$ cat config.mk
export PLATFORM = sky130hd
export DESIGN_NAME = nodf_module_intf_core
export DESIGN_NICKNAME = d
export VERILOG_FILES = /design/src/rtl/nodf_module_intf_core.sv
export SDC_FILE = /design/constraint.sdc
export NUM_CORES = 1
export LEC_CHECK = 0
export ABC_AREA = 1
export BUFFER_PORTS_ARGS = -buffer_cell sky130_fd_sc_hd__buf_4
export CAP_MARGIN = 10
export CORE_ASPECT_RATIO = 2
export CORE_MARGIN = 10
export CORE_UTILIZATION = 40
export DETAILED_ROUTE_END_ITERATION = 8
export PLACE_DENSITY_LB_ADDON = 0.25
export SETUP_SLACK_MARGIN = 0.05
export SYNTH_ARGS = -nofsm -noshare
export SYNTH_HDL_FRONTEND = slang
export SYNTH_SLANG_ARGS = --single-unit
$ cat constraint.sdc
create_clock -name clock -period 4.6 [get_ports clock]
set_clock_uncertainty 0.05 [all_clocks]
set_input_delay 0.23 -clock clock [delete_from_list [all_inputs] [get_ports clock]]
set_output_delay 0.23 -clock clock [all_outputs]
set_load 0.05 [all_outputs]
$ cat src/rtl/nodf_module_intf_core.sv
// Handshake monitor for one non-dataflow HLS block.
// Tracks ap_ctrl state, transaction counts, stalls, latency and interval.
module nodf_module_intf_core #(
  parameter int CNT_W = 32
) (
  input  logic             clock,
  input  logic             reset,
  input  logic             ap_start,
  input  logic             ap_ready,
  input  logic             ap_done,
  input  logic             ap_continue,
  input  logic             finish,
  output logic [1:0]       state,
  output logic             busy,
  output logic [CNT_W-1:0] start_cnt,
  output logic [CNT_W-1:0] ready_cnt,
  output logic [CNT_W-1:0] done_cnt,
  output logic [CNT_W-1:0] stall_cnt,
  output logic [CNT_W-1:0] last_latency,
  output logic [CNT_W-1:0] last_interval,
  output logic             err_done_idle
);

  localparam logic [1:0] S_IDLE = 2'd0;
  localparam logic [1:0] S_RUN  = 2'd1;
  localparam logic [1:0] S_WAIT = 2'd2;
  localparam logic [1:0] S_FIN  = 2'd3;

  localparam logic [CNT_W-1:0] ONE = CNT_W'(1);

  logic [1:0]       state_q, state_d;
  logic             busy_q, busy_d;
  logic [CNT_W-1:0] start_q, start_d;
  logic [CNT_W-1:0] ready_q, ready_d;
  logic [CNT_W-1:0] done_q, done_d;
  logic [CNT_W-1:0] stall_q, stall_d;
  logic [CNT_W-1:0] lat_q, lat_d;
  logic [CNT_W-1:0] intv_q, intv_d;
  logic [CNT_W-1:0] lat_run_q, lat_run_d;
  logic [CNT_W-1:0] int_run_q, int_run_d;
  logic             seen_q, seen_d;
  logic             err_q, err_d;
  logic             start_ev;

  assign start_ev = ap_start && ap_ready;

  // Next-state: FSM, counters and timing; all frozen once FINISHED.
  always_comb begin
    state_d   = state_q;
    start_d   = start_q;
    ready_d   = ready_q;
    done_d    = done_q;
    stall_d   = stall_q;
    lat_d     = lat_q;
    intv_d    = intv_q;
    lat_run_d = lat_run_q;
    int_run_d = int_run_q;
    seen_d    = seen_q;
    err_d     = err_q;
    if (state_q != S_FIN) begin
      if (finish) begin
        state_d = S_FIN;
      end else begin
        if (start_ev) start_d = start_q + ONE;
        if (ap_ready) ready_d = ready_q + ONE;
        if (ap_done && ap_continue) done_d = done_q + ONE;
        if (ap_done && !ap_continue) stall_d = stall_q + ONE;
        if (start_ev) begin
          seen_d    = 1'b1;
          int_run_d = '0;
          if (seen_q) intv_d = int_run_q + ONE;
        end else begin
          int_run_d = int_run_q + ONE;
        end
        // lat_run counts the start cycle itself, hence reload with 1.
        unique case (state_q)
          S_IDLE: begin
            if (ap_start) begin
              if (ap_done) begin
                lat_d   = '0;
                state_d = ap_continue ? S_IDLE : S_WAIT;
              end else begin
                state_d   = S_RUN;
                lat_run_d = ONE;
              end
            end else if (ap_done) begin
              err_d = 1'b1;
            end
          end
          S_RUN: begin
            lat_run_d = lat_run_q + ONE;
            if (ap_done) begin
              lat_d = lat_run_q + ONE;
              if (!ap_continue) begin
                state_d = S_WAIT;
              end else if (ap_start) begin
                lat_run_d = ONE;
              end else begin
                state_d = S_IDLE;
              end
            end
          end
          S_WAIT: begin
            if (ap_continue) begin
              if (ap_start) begin
                state_d   = S_RUN;
                lat_run_d = ONE;
              end else begin
                state_d = S_IDLE;
              end
            end
          end
          default: ;
        endcase
      end
    end
    busy_d = (state_d == S_RUN) || (state_d == S_WAIT);
  end

  // State registers with synchronous active-high reset.
  always_ff @(posedge clock) begin
    if (reset) begin
      state_q   <= S_IDLE;
      busy_q    <= 1'b0;
      start_q   <= '0;
      ready_q   <= '0;
      done_q    <= '0;
      stall_q   <= '0;
      lat_q     <= '0;
      intv_q    <= '0;
      lat_run_q <= '0;
      int_run_q <= '0;
      seen_q    <= 1'b0;
      err_q     <= 1'b0;
    end else begin
      state_q   <= state_d;
      busy_q    <= busy_d;
      start_q   <= start_d;
      ready_q   <= ready_d;
      done_q    <= done_d;
      stall_q   <= stall_d;
      lat_q     <= lat_d;
      intv_q    <= intv_d;
      lat_run_q <= lat_run_d;
      int_run_q <= int_run_d;
      seen_q    <= seen_d;
      err_q     <= err_d;
    end
  end

  assign state         = state_q;
  assign busy          = busy_q;
  assign start_cnt     = start_q;
  assign ready_cnt     = ready_q;
  assign done_cnt      = done_q;
  assign stall_cnt     = stall_q;
  assign last_latency  = lat_q;
  assign last_interval = intv_q;
  assign err_done_idle = err_q;

endmodule

**Yosys cells after proc, flatten, opt, wreduce, memory -nomap -nowiden**

Index checks and enable logic that the tools add are counted.

- Add/subtract/negate cells: 6
- Equal/unequal tests: 11
- Mux-type cells: 24
- Bitwise operators: 2
- Reduce and logical (&&, ||, !) cells: 17

Operators by type and width:

| operator | count |
|---|---|
| $mux W32 | 11 |
| $add A32 B1 Y32 const B | 6 |
| $pmux W32 S3 | 1 |
| $pmux W32 S2 | 1 |
| $mux W2 | 9 |
| $ne A2 B2 Y1 const B | 7 |
| $reduce_and A3 Y1 | 4 |
| $reduce_and A7 Y1 | 1 |
| $pmux W2 S3 | 1 |
| $reduce_and A6 Y1 | 1 |
| $reduce_and A5 Y1 | 1 |
| $eq A2 B1 Y1 const B | 2 |
| $eq A2 B2 Y1 const B | 2 |
| $reduce_and A4 Y1 | 1 |
| $logic_and A1 B1 Y1 | 3 |
| $reduce_bool A3 Y1 | 1 |
| $logic_not A2 Y1 | 1 |
| $not A1 Y1 | 2 |
| $reduce_and A2 Y1 | 1 |
| $reduce_bool A2 Y1 | 1 |
| $logic_not A1 Y1 | 1 |
| $logic_or A1 B1 Y1 | 1 |
| $mux W1 | 1 |

- Bits in registers: 261
- Input bits: 7
- Output and inout port bits: 196
- Logic and storage cells: 72

**Logic depth before layout (Yosys ltp)**

Gate-level depths: netlist (run 1).

- Word-level depth: 8
- Depth in mapped cells: 12

**Worst setup path before layout (run 1)**

No wires, ideal clock.

- Path type: reg2reg
- From: register stall_q[0] (netlist: stall_cnt[0])
- To: register stall_q[20] (netlist: stall_cnt[20])
- Library setup time: 128 ps
- Arrival: 1885 ps
- Setup slack: 2538 ps
- Cell stages (with the launch flop): 11
- Path buffers: 0
- Clock period less this slack: 2062 ps
- Cells stage by stage: dfxtp_1 -> ha_1 -> inv_1 -> nor2_1 -> nand3_1 -> nor2_2 -> nand2_2 -> nor2_4 -> nand3_1 -> nand2_1 -> nor2_1

- Cells in the longest elaborated chain, start to end: 1

Ends and longest elaborated chain:

| element | RTL line | source |
|---|---|---|
| start, declared | 36 | `logic [CNT_W-1:0] stall_q, stall_d;` |
| start signal, assigned | 141 | `stall_q <= stall_d;` |
| $add A32 B1 Y32 | 67 | `if (ap_done && !ap_continue) stall_d = stall_q + ONE;` |

No other way between the ends.
A chain may end at the register's enable or synchronous reset.

**Worst setup path after layout (run 1)**

- From: register state_q[1] (netlist: state[1])
- To: register lat_run_q[4]

- Cells in the longest elaborated chain, start to end: 3

Ends and longest elaborated chain:

| element | RTL line | source |
|---|---|---|
| start, declared | 31 | `logic [1:0] state_q, state_d;` |
| start signal, assigned | 136 | `state_q <= state_d;` |
| $eq A2 B2 Y1 (tied with other cells) | 76 | `unique case (state_q)` |
| $ne A2 B2 Y1 (no line) or $reduce_bool A3 Y1 (tied branches) | - |  |
| $reduce_and A7 Y1 (no line) | - |  |
| end signal, assigned | 144 | `lat_run_q <= lat_run_d;` |
| end, declared | 39 | `logic [CNT_W-1:0] lat_run_q, lat_run_d;` |

Several ways; a longest one is shown, not always the timed one.

==> out/results.ini, run 1 <==
[finish]
nFillCells = 3412
drive_above_1_share = 0.137
syn2layout_area_growth_pct = 20.8
regArea_sq_um = 5230
multiInputGateArea_sq_um = 7210
diodes = 0
nets = 2258

[sta]
fin_tns_setup_ns = 0
rsz0062_at_grt = false
worst_slew_pin_slew_ns = 1.06
finalCritPeriodShare = 0.641
slew_headroom = 0.289
hold_viol = 0
post-route-min-period_ns = 2.95
max_freq_ghz = 0.339
slew_violations = 0
setup_viol = 0

[die]
initial_core_util = 0.403
dieArea_sq_um = 41900
num_io_pins = 203
core_area_sq_um = 33400
die_x_microns = 150
rows = 95
die_y_microns = 280

[global_routing]
grt.total_usage = 0.194
antenna_found_initial = 0
grt_max_degree = 95
first_global_vias = 13438
grt_pass1_wl_mm = 67.1
gr-total-overflow = 0

[synthesis]
synth_top_family_by_area = simple AND/OR/NAND/NOR gates
syn_area_per_cell_sq_um = 6.52
synthSimpleGateAreaFrac = 0.379
ys_types = 42
synth-xor-area-share = 0.0234
yosysWarningCount = 0
muxShareOfSynthArea = 0
synth-seq-area-share = 0.388
syn-num-nets = 2081
synth_compound_area_frac = 0.126
synthCells = 2068
synth_fa_ha_area_frac = 0.00557
syn_area_sq_um = 13500
ys_ff_latch = 261

[clock_tree]
ctsRootBufferMaster = clkbuf_16
cts_buffers = 26
cts_sinks = 261
path_clk_slew_ns = 0.07
clockBufferDepth = 3
cts_resized = 0
h-tree-depth = 1
cts_tree = done
clk_latency_ns = 0.57

[min_path]
hold_path_depth = 5
hp-class = in2reg

[setup_path]
path_class = reg2reg
max_stage_delay_ns = 0.78
cp_slowest_cell = nor2_4
crit_path_end_kind = flip-flop
reg2regPathDepth = 7
cp.required_ns = 5.04
crit_path_cell_trace = nand2_2 > nand2_4 > a21oi_1 > nand2_2 > nor2_4 > nand4_1 > a21oi_1
worst_ep_arrival_time_ns = 3.39
startpoint_type = flip-flop
cp_max_fo = 42

[flow_run]
drv_cap = 0

[drt]
first_pass_iters = 5
vias = 13665
post_drt_wl_per_cell_microns = 15.5
first_iter_violations = 604
finalWirelength_mm = 41.8
ant_nets = 0
vias_per_cell = 5.06
drc = 0

[place]
port_buffers = 202
gp_congestion = 0.935
dp_hpwl_mm = 31.3

[pwr]
vdd_drop_max_v = 0.000262
total_power_mw = 5.01
power_density_nw_per_um2 = 308
power_leakage_nw = 6.41

[status]
status = complete, no violations

-- placed cells by master (no fill, tap or decap), drive strengths merged, types with 27 or more instances in the layout --
| master | n |
|---|---|
| o21ai | 109 |
| clkbuf | 33 |
| nand3 | 112 |
| o21bai | 28 |
| nor2 | 361 |
| buf | 207 |
| nand4 | 46 |
| nand2 | 599 |
| xor2 | 27 |
| a21oi | 157 |
| dfxtp | 261 |
| inv | 204 |
-- sequential cells by signal, indices dropped and copies added, names as in the netlist --
signal and cells:
int_run_q 32, err_done_idle 1, state 2, last_interval 32
seen_q 1, done_cnt 32, busy 1, last_latency 32
lat_run_q 32, stall_cnt 32, ready_cnt 32, start_cnt 32
-- per-layer routing --
metal	global-route usage	vias to the layer above	part of all wire
met2	0.374	332	0.54
li1	-	6981	-
met5	0	-	0
met4	0.0976	0	0.047
met1	0.189	6246	0.37
met3	0.0310	106	0.047
-- synthesized netlist by cell type (all sizes together) --
cell | instances | share of area
o31ai | 1 | 0.00056
clkbuf | 34 | 0.0095
dfxtp | 261 | 0.39
nor2 | 361 | 0.11
nand3 | 112 | 0.042
a21oi | 157 | 0.058
nor3b | 7 | 0.0039
a2bb2oi | 1 | 0.00065
ha | 6 | 0.0056
o21a | 5 | 0.0028
or2 | 7 | 0.0032
a31oi | 7 | 0.0032
nand4 | 46 | 0.023
nand2 | 599 | 0.17
buf | 27 | 0.012
nand3b | 21 | 0.012
o211ai | 2 | 0.0011
xnor2 | 9 | 0.0059
o21bai | 28 | 0.016
nor3 | 25 | 0.010
xor2 | 27 | 0.018
a211oi | 1 | 0.00056
o21ai | 109 | 0.040
and2 | 2 | 0.00093
o21ba | 2 | 0.0015
inv | 204 | 0.057
a21o | 1 | 0.00056
nor4 | 2 | 0.00093
o2111ai | 1 | 0.00065
and3 | 3 | 0.0014
-- per-stage QoR --
stage               hold WS, ns  setup slack, ns  utilization  instance area (sq um)  instances
floorplan                 0.373             2.54            -                  13500       2068
global placement          0.416             1.82        0.458                  15300       2650
detailed placement        0.429             1.69        0.458                  15300       2650
CTS                      0.0877             1.70        0.487                  16300       2701
global route              0.156             1.31        0.487                  16300       2701
finish                    0.108             1.65        0.487                  16300       2701
-- power breakdown --
part	total [mW]	switching [mW]	internal, mW
registers	2.31	0.0214	2.29
clock network	2.38	0.968	1.41
logic	0.324	0.250	0.0746
-- cells by family after synthesis --
family          after synthesis
xor+xnor                     36
flops                       261
compound gates              315
buf+inv                     265
fa+ha+maj                     6
simple gates               1185
-- area by class of cell --
cell class,instances,area share
timing repair buffer,210,0.0973
sequential,261,0.321
tap,436,0.0335
clock inverter,15,0.0148
multi-input combinational,1542,0.443
inverter,204,0.0472
clock buffer,33,0.0428
-- worst max-delay path, delay by kind of cell, from the launching register on --
kind	cells	cell delay [ns]
and+or+nand+nor	5	1.88
AOI/OAI and AO/OA	2	0.55
DFF	1	0.39
-- final timing paths --
kind | startpoint | to | slack, ns
setup / recovery | state[1] | lat_run_q[4] | 1.65
hold reg to reg | lat_run_q[31] | lat_run_q[31] | 0.44
hold / removal | ap_continue | state[0] | 0.11
setup reg to reg | state[1] | lat_run_q[4] | 1.65
-- what timing repair did --
item	4_1_cts	5_1_grt
endpoints found under the hold margin	2	0
buffers inserted	0	0
endpoints found under the setup margin	0	0
hold buffers	3	0
(Power assumes the default switching activity.)
==> run 2: changes to the inputs <==
- clock period: 4.6 -> 2.5 ns (I/O delays scaled with it)
==> run 2 against run 1 <==
Against the previous run: sequential power increased by 84%; global-route usage hardly changed; setup slack lost 1.3 ns; count of clock-buffer cells in the layout increased by 3; die area unchanged; wire length down 0.44%; worst hold slack lost 0.075 ns; register-to-register slack worse by 1.3 ns; combinational power increased by 94%; clock power grew 78%; critical endpoint is now stall_cnt[25].
==> out/results.ini, run 2 (synthesis results as in run 1) <==
[place]
post-place-ws_ns = 0.390  ; -1.30 ns
gp_congestion = 0.935  ; about the same
post_dp_cell_area_sq_um = 15400  ; +0.74%
port_buffers = 202  ; unchanged
dp_cells = 2660  ; +0.38%
dp_hpwl_mm = 31.6  ; +1.1%

[clock_tree]
clockBufferDepth = 3  ; unchanged
cts_tree = done
ctsRootBufferMaster = clkbuf_16
clk_latency_ns = 0.55  ; -0.02 ns
cts_sinks = 261  ; unchanged
path_clk_slew_ns = 0.07  ; about the same
cts_resized = 0  ; unchanged
h-tree-depth = 1  ; unchanged
cts_buffers = 25  ; -3.8%

[drt]
post_drt_wl_per_cell_microns = 15.3  ; -0.81%
vias = 13632  ; -0.24%
first_iter_violations = 661  ; +9.4%
finalWirelength_mm = 41.6  ; -0.44%
ant_nets = 0  ; unchanged
drc = 0  ; unchanged
vias_per_cell = 5.03  ; -0.61%
first_pass_iters = 7  ; +2

[setup_path]
cp.required_ns = 2.85  ; -2.19 ns
worst-path-buf-inv = 1  ; +1
crit_family = simple AND/OR/NAND/NOR gates
worst_ep_arrival_time_ns = 2.47  ; -0.92 ns
cp_slowest_cell = dfxtp_1
cp.depth = 10  ; +3
crit_path_cell_trace = nand2_2 > nand2_4 > nor2_4 > nand3_1 > nor2_1 > nand2_1 > inv_1 > nand3_1 > nand2_1 > nor2_1
cp_max_fo = 14  ; -67%
reg2regPathDepth = 10  ; +3
crit_path_end_kind = flip-flop
path_class = reg2reg
max_stage_delay_ns = 0.38  ; -0.40 ns
startpoint_type = flip-flop

[finish]
nFillCells = 3406  ; -0.18%
layout_commonest_cell = nand2_1
regArea_sq_um = 5230  ; unchanged
drive_above_1_share = 0.140  ; +0.00291
syn2layout_area_growth_pct = 21.6
diodes = 0  ; unchanged
design_area_sq_um = 16400  ; +0.71%
layout_common_cells = 590 x nand2_1, 332 x nor2_1, 261 x dfxtp_1
multiInputGateArea_sq_um = 7210  ; unchanged
nets = 2270  ; +0.53%
fin_cells = 2711  ; +0.37%
final_util = 0.491  ; +0.00345

[sta]
setup_viol = 0  ; unchanged
worst_slew_pin_slew_ns = 0.986  ; -0.0784 ns
finalCritPeriodShare = 0.847  ; +0.206
max_freq_ghz = 0.472  ; +39%
rsz0062_at_grt = false
slew_violations = 0  ; unchanged
slew_headroom = 0.343  ; +0.0540
hold_viol = 0  ; unchanged
fin_tns_setup_ns = 0  ; unchanged
setup_slack_ns = 0.382  ; -1.27 ns
post-route-min-period_ns = 2.12  ; -0.832 ns

[global_routing]
gr-total-overflow = 0  ; unchanged
grt_max_degree = 80  ; -16%
grt.total_usage = 0.193  ; -0.000261
grt_pass1_wl_mm = 67.0  ; -0.21%
first_global_vias = 13277  ; -1.2%
antenna_found_initial = 0  ; unchanged

[min_path]
hp-class = in2reg
hold_path_depth = 4  ; -1

[die]
rows = 95  ; unchanged
core_area_sq_um = 33400  ; unchanged
dieArea_sq_um = 41900  ; unchanged
num_io_pins = 203  ; unchanged
die_x_microns = 150  ; unchanged
initial_core_util = 0.403  ; unchanged
die_y_microns = 280  ; unchanged

[flow_run]
drv_cap = 0  ; unchanged

[pwr]
vdd_drop_max_v = 0.000545  ; +110%
power_leakage_nw = 6.48  ; +1.0%
power_density_nw_per_um2 = 557  ; +81%

[status]
status = complete, no violations

-- run 2: path summary, 6_finish.rpt --
check                                   start             to  slack, ns
worst min register to register  lat_run_q[31]  lat_run_q[31]       0.44
worst max-delay path                 state[1]  stall_cnt[25]       0.38
worst max register to register       state[1]  stall_cnt[25]       0.38
worst min-delay path                    reset  ready_cnt[28]       0.03
-- run 2: power breakdown --
| part | total (mW) | internal (mW) | switching [mW] |
|---|---|---|---|
| Sequential | 4.25 | 4.21 | 0.0393 |
| Combinational | 0.628 | 0.159 | 0.469 |
| Clock | 4.24 | 2.56 | 1.68 |
| Total | 9.12 | 6.93 | 2.19 |
-- run 2: metal layers --
metal  wire (microns)  track usage
met2            22200        0.368
met1            15500        0.193
met5                0            0
met4             1940       0.0953
met3             1980       0.0346
-- run 2: worst register-to-register path, stage by stage, from the launching register on --
cell,delay (ns)
dfxtp_1,0.38
nand2_2,0.12
nand2_4,0.13
nor2_4,0.32
nand3_1,0.21
nor2_1,0.29
nand2_1,0.19
inv_1,0.11
nand3_1,0.07
nand2_1,0.08
nor2_1,0.03
-- run 2: what timing repair did --
action	4_1_cts	5_1_grt
hold endpoints to repair	9	0
buffers inserted	0	0
hold buffers	6	0
-- run 2: through the flow --
stage | hold slack, ns | power [mW]
detailed placement | 0.427 | 4.97
CTS | 0.00591 | 9.26
floorplan | 0.268 | 4.77
global placement | 0.413 | 4.96
finish | 0.0331 | 9.12
global route | 0.0538 | 9.44
-- run 2: area by class of cell --
| cell class | instances | area share |
|---|---|---|
| inverter | 204 | 0.0469 |
| sequential | 261 | 0.319 |
| clock inverter | 9 | 0.0106 |
| timing repair buffer | 223 | 0.105 |
| multi-input combinational | 1542 | 0.440 |
| tap | 436 | 0.0333 |
| clock buffer | 36 | 0.0450 |
==> run 3: changes to the inputs <==
- ABC_AREA: 1 -> 0
- clock period: 2.5 -> 1.8 ns (I/O delays scaled with it)
==> run 3 against run 2 <==
Against the previous run: the flow now finishes with violations (setup timing); die area shrank 6.6%; flip-flop and latch count is the same; fmax grew 14%; first-iteration DRC count shrank 5.4%; global-route usage shrank 0.54 points; synthesized cell count shrank 28%; sequential power grew 36%; count of clock-buffer cells in the layout shrank 5; via count shrank 8.0%; critical endpoint is now int_run_q[24]; largest cell class unchanged; largest power group is now clock.
==> out/results.ini, run 3 <==
[status]
status = finished, violations left
violations = setup timing

[synthesis]
netlist.area_leader.share = 0.418  ; +0.0307
synth_flop_cell = dfxtp_1
ys_top_cells_by_count = 261 x dfxtp_1, 200 x nor2_1, 99 x nand2_1
syn-num-nets = 1506  ; -28%
yosys-top-cells-area = dfxtp_1 42%, xnor2_1 6.0%, nor2_1 6.0%
syn_area_per_cell_sq_um = 8.36  ; +28%
yosysTopAreaCell = dfxtp_1
yosysMostFrequentCell = dfxtp_1
ys_types = 66  ; +57%
synth_compound_area_frac = 0.119  ; -0.00716
ys_ff_latch = 261  ; unchanged
synth-seq-area-share = 0.418  ; +0.0307
async_flop_share = 0  ; unchanged
synthSimpleGateAreaFrac = 0.296  ; -0.0832
yosysWarningCount = 0  ; unchanged
synth-xor-area-share = 0.119  ; +0.0958
synth_fa_ha_area_frac = 0.00601  ; +0.000441
syn_area_sq_um = 12500  ; -7.3%
muxShareOfSynthArea = 0.000902  ; +0.000902
synth_top_family_by_area = simple AND/OR/NAND/NOR gates
synth_edf_count = 0  ; unchanged
synthCells = 1493  ; -28%

[finish]
layout_commonest_cell = buf_4
drive_above_1_share = 0.422  ; +0.281
diodes = 0  ; unchanged
layout_common_cells = 386 x buf_4, 190 x nor2_1, 126 x dfxtp_1
nets = 1880  ; -17%
syn2layout_area_growth_pct = 49.9
final_util = 0.607  ; +0.116

[drt]
drc = 0  ; unchanged
vias = 12535  ; -8.0%
first_pass_iters = 5  ; -2
vias_per_cell = 5.44  ; +8.2%
first_iter_violations = 625  ; -5.4%
finalWirelength_mm = 41.6  ; about the same
post_drt_wl_per_cell_microns = 18.0  ; +18%
ant_nets = 0  ; unchanged

[sta]
max_freq_ghz = 0.539  ; +14%
post-route-min-period_ns = 1.85  ; -0.264 ns
slew_violations = 0  ; unchanged
slew_headroom = 0.509  ; +0.166
worst_slew_pin_slew_ns = 0.737  ; -0.249 ns
hold_viol = 0  ; unchanged
rsz0062_at_grt = true
finalCritPeriodShare = 1.03  ; +0.183
setup_viol = 1  ; +1
setup_slack_ns = -0.0548  ; -0.436 ns

[die]
rows = 91  ; -4.2%
num_io_pins = 203  ; unchanged
die_x_microns = 145  ; -3.2%
die_y_microns = 270  ; -3.5%
initial_core_util = 0.405  ; +0.00124
dieArea_sq_um = 39100  ; -6.6%
core_area_sq_um = 30900  ; -7.6%

[setup_path]
worst_ep_arrival_time_ns = 2.28  ; -0.19 ns
startpoint = int_run_q[3]
startpoint_type = flip-flop
path_class = reg2reg
crit_path_end_kind = flip-flop
r2r-start = int_run_q[3]
cp.required_ns = 2.23  ; -0.62 ns
cp_max_fo = 8  ; -6

[global_routing]
gr-total-overflow = 0  ; unchanged
antenna_found_initial = 0  ; unchanged
grt.total_usage = 0.188  ; -0.00541
first_global_vias = 12376  ; -6.8%
grt_pass1_wl_mm = 62.7  ; -6.4%
grt_max_degree = 67  ; -16%

[pwr]
power_switching_mw = 2.97  ; +35%
power_density_nw_per_um2 = 665  ; +19%
power_frac_comb = 0.066  ; -0.003
power_frac_seq = 0.464  ; -0.002
clkPwrFrac = 0.470  ; +0.005
sw_frac_of_total = 0.239  ; -0.00161
total_power_mw = 12.4  ; +36%
p_int_mw = 9.47  ; +37%
vdd_drop_max_v = 0.000780  ; +43%
power_leakage_nw = 7.66  ; +18%

[clock_tree]
cts_buffers = 25  ; unchanged
clk_latency_ns = 0.55  ; about the same
ctsRootBufferMaster = clkbuf_16
cts_tree = done
clockBufferDepth = 3  ; unchanged
h-tree-depth = 1  ; unchanged
path_clk_slew_ns = 0.07  ; about the same
cts_sinks = 261  ; unchanged

[place]
dp_hpwl_mm = 28.7  ; -9.4%
port_buffers = 202  ; unchanged
gp_congestion = 0.888  ; -5.0%

[min_path]
hp-class = reg2reg
hold_start = last_latency[25]

[flow_run]
drv_cap = 0  ; unchanged

run 3: changes by cell type after synthesis, moves of 33 or more:
cell      change
nor2_1      -134
xnor2_1      +77
a21oi_1      -96
inv_1       -172
xor2_1       +57
nand2_1     -491
nor4_1       +33
o21ai_0      -38
clkbuf_1     +34
or3_1        +33
run 3: final cells by class:
type                       count  area, sq um
fill                        2661        12100
clock inverter                15          214
clock buffer                  31          679
sequential                   261         5510
timing repair buffer         443         3720
multi-input combinational   1111         7970
tap                          418          523
inverter                      25         93.8
run 3: cell families after synthesis:
family                   Yosys count
flip-flops                       261
AND/OR/NAND/NOR                  695
multiplexers                       1
XOR/XNOR                         170
adder cells (fa/ha/maj)            6
AO/OA/AOI/OAI                    237
buffers and inverters            123
run 3: path summary, 6_finish.rpt:
kind                       to  slack (ns)  depth (start not counted)
max             int_run_q[24]       -0.05                          5
min reg2reg  last_latency[25]        0.39                          2
max reg2reg     int_run_q[24]       -0.05                          5
min          last_latency[25]        0.39                          2
run 3: power groups by stage:
stage               Clock [mW]  Sequential (mW)  Combinational [mW]
floorplan                    0             5.99               0.346
global placement             0             5.91               0.696
detailed placement           0             5.91               0.704
CTS                       6.00             5.78               0.732
global route              6.19             5.77               0.882
finish                    5.85             5.77               0.818
run 3: what timing repair did:
item	CTS	global route
resized for setup	41	234
buffers inserted	9	25
endpoints found under the setup margin	81	170
hold buffers	7	0
pin swaps	10	99
cloned	1	11
hold endpoints to repair	22	0
run 3: critical path: stages (launching register included):
cell	delay [ns]
dfxtp_2	0.36
and4_4	0.28
nand2_4	0.13
or3_4	0.44
nor4_1	0.38
a21o_1	0.14
run 3: metrics by stage:
step	std cells	setup TNS [ns]	setup WS [ns]	area (sq um)	hold slack, ns
after CTS	2268	0	0.000250	17500	0.384
after detailed placement	2205	-0.314	-0.0741	16300	0.379
after floorplan	1493	-1.82	-0.134	13200	0.268
final	2304	-0.0548	-0.0548	18700	0.394
after global placement	2205	-0.121	-0.0566	16300	0.373
after global routing	2304	-1.14	-0.109	18700	0.432
run 3: layer usage:
layer  global-route usage  vias to the layer above  share of wire
met5                    0                        -              0
met4               0.0823                        0          0.040
met3               0.0423                      112          0.055
met2                0.367                      335           0.55
met1                0.181                     6009           0.35
li1                     -                     6079              -
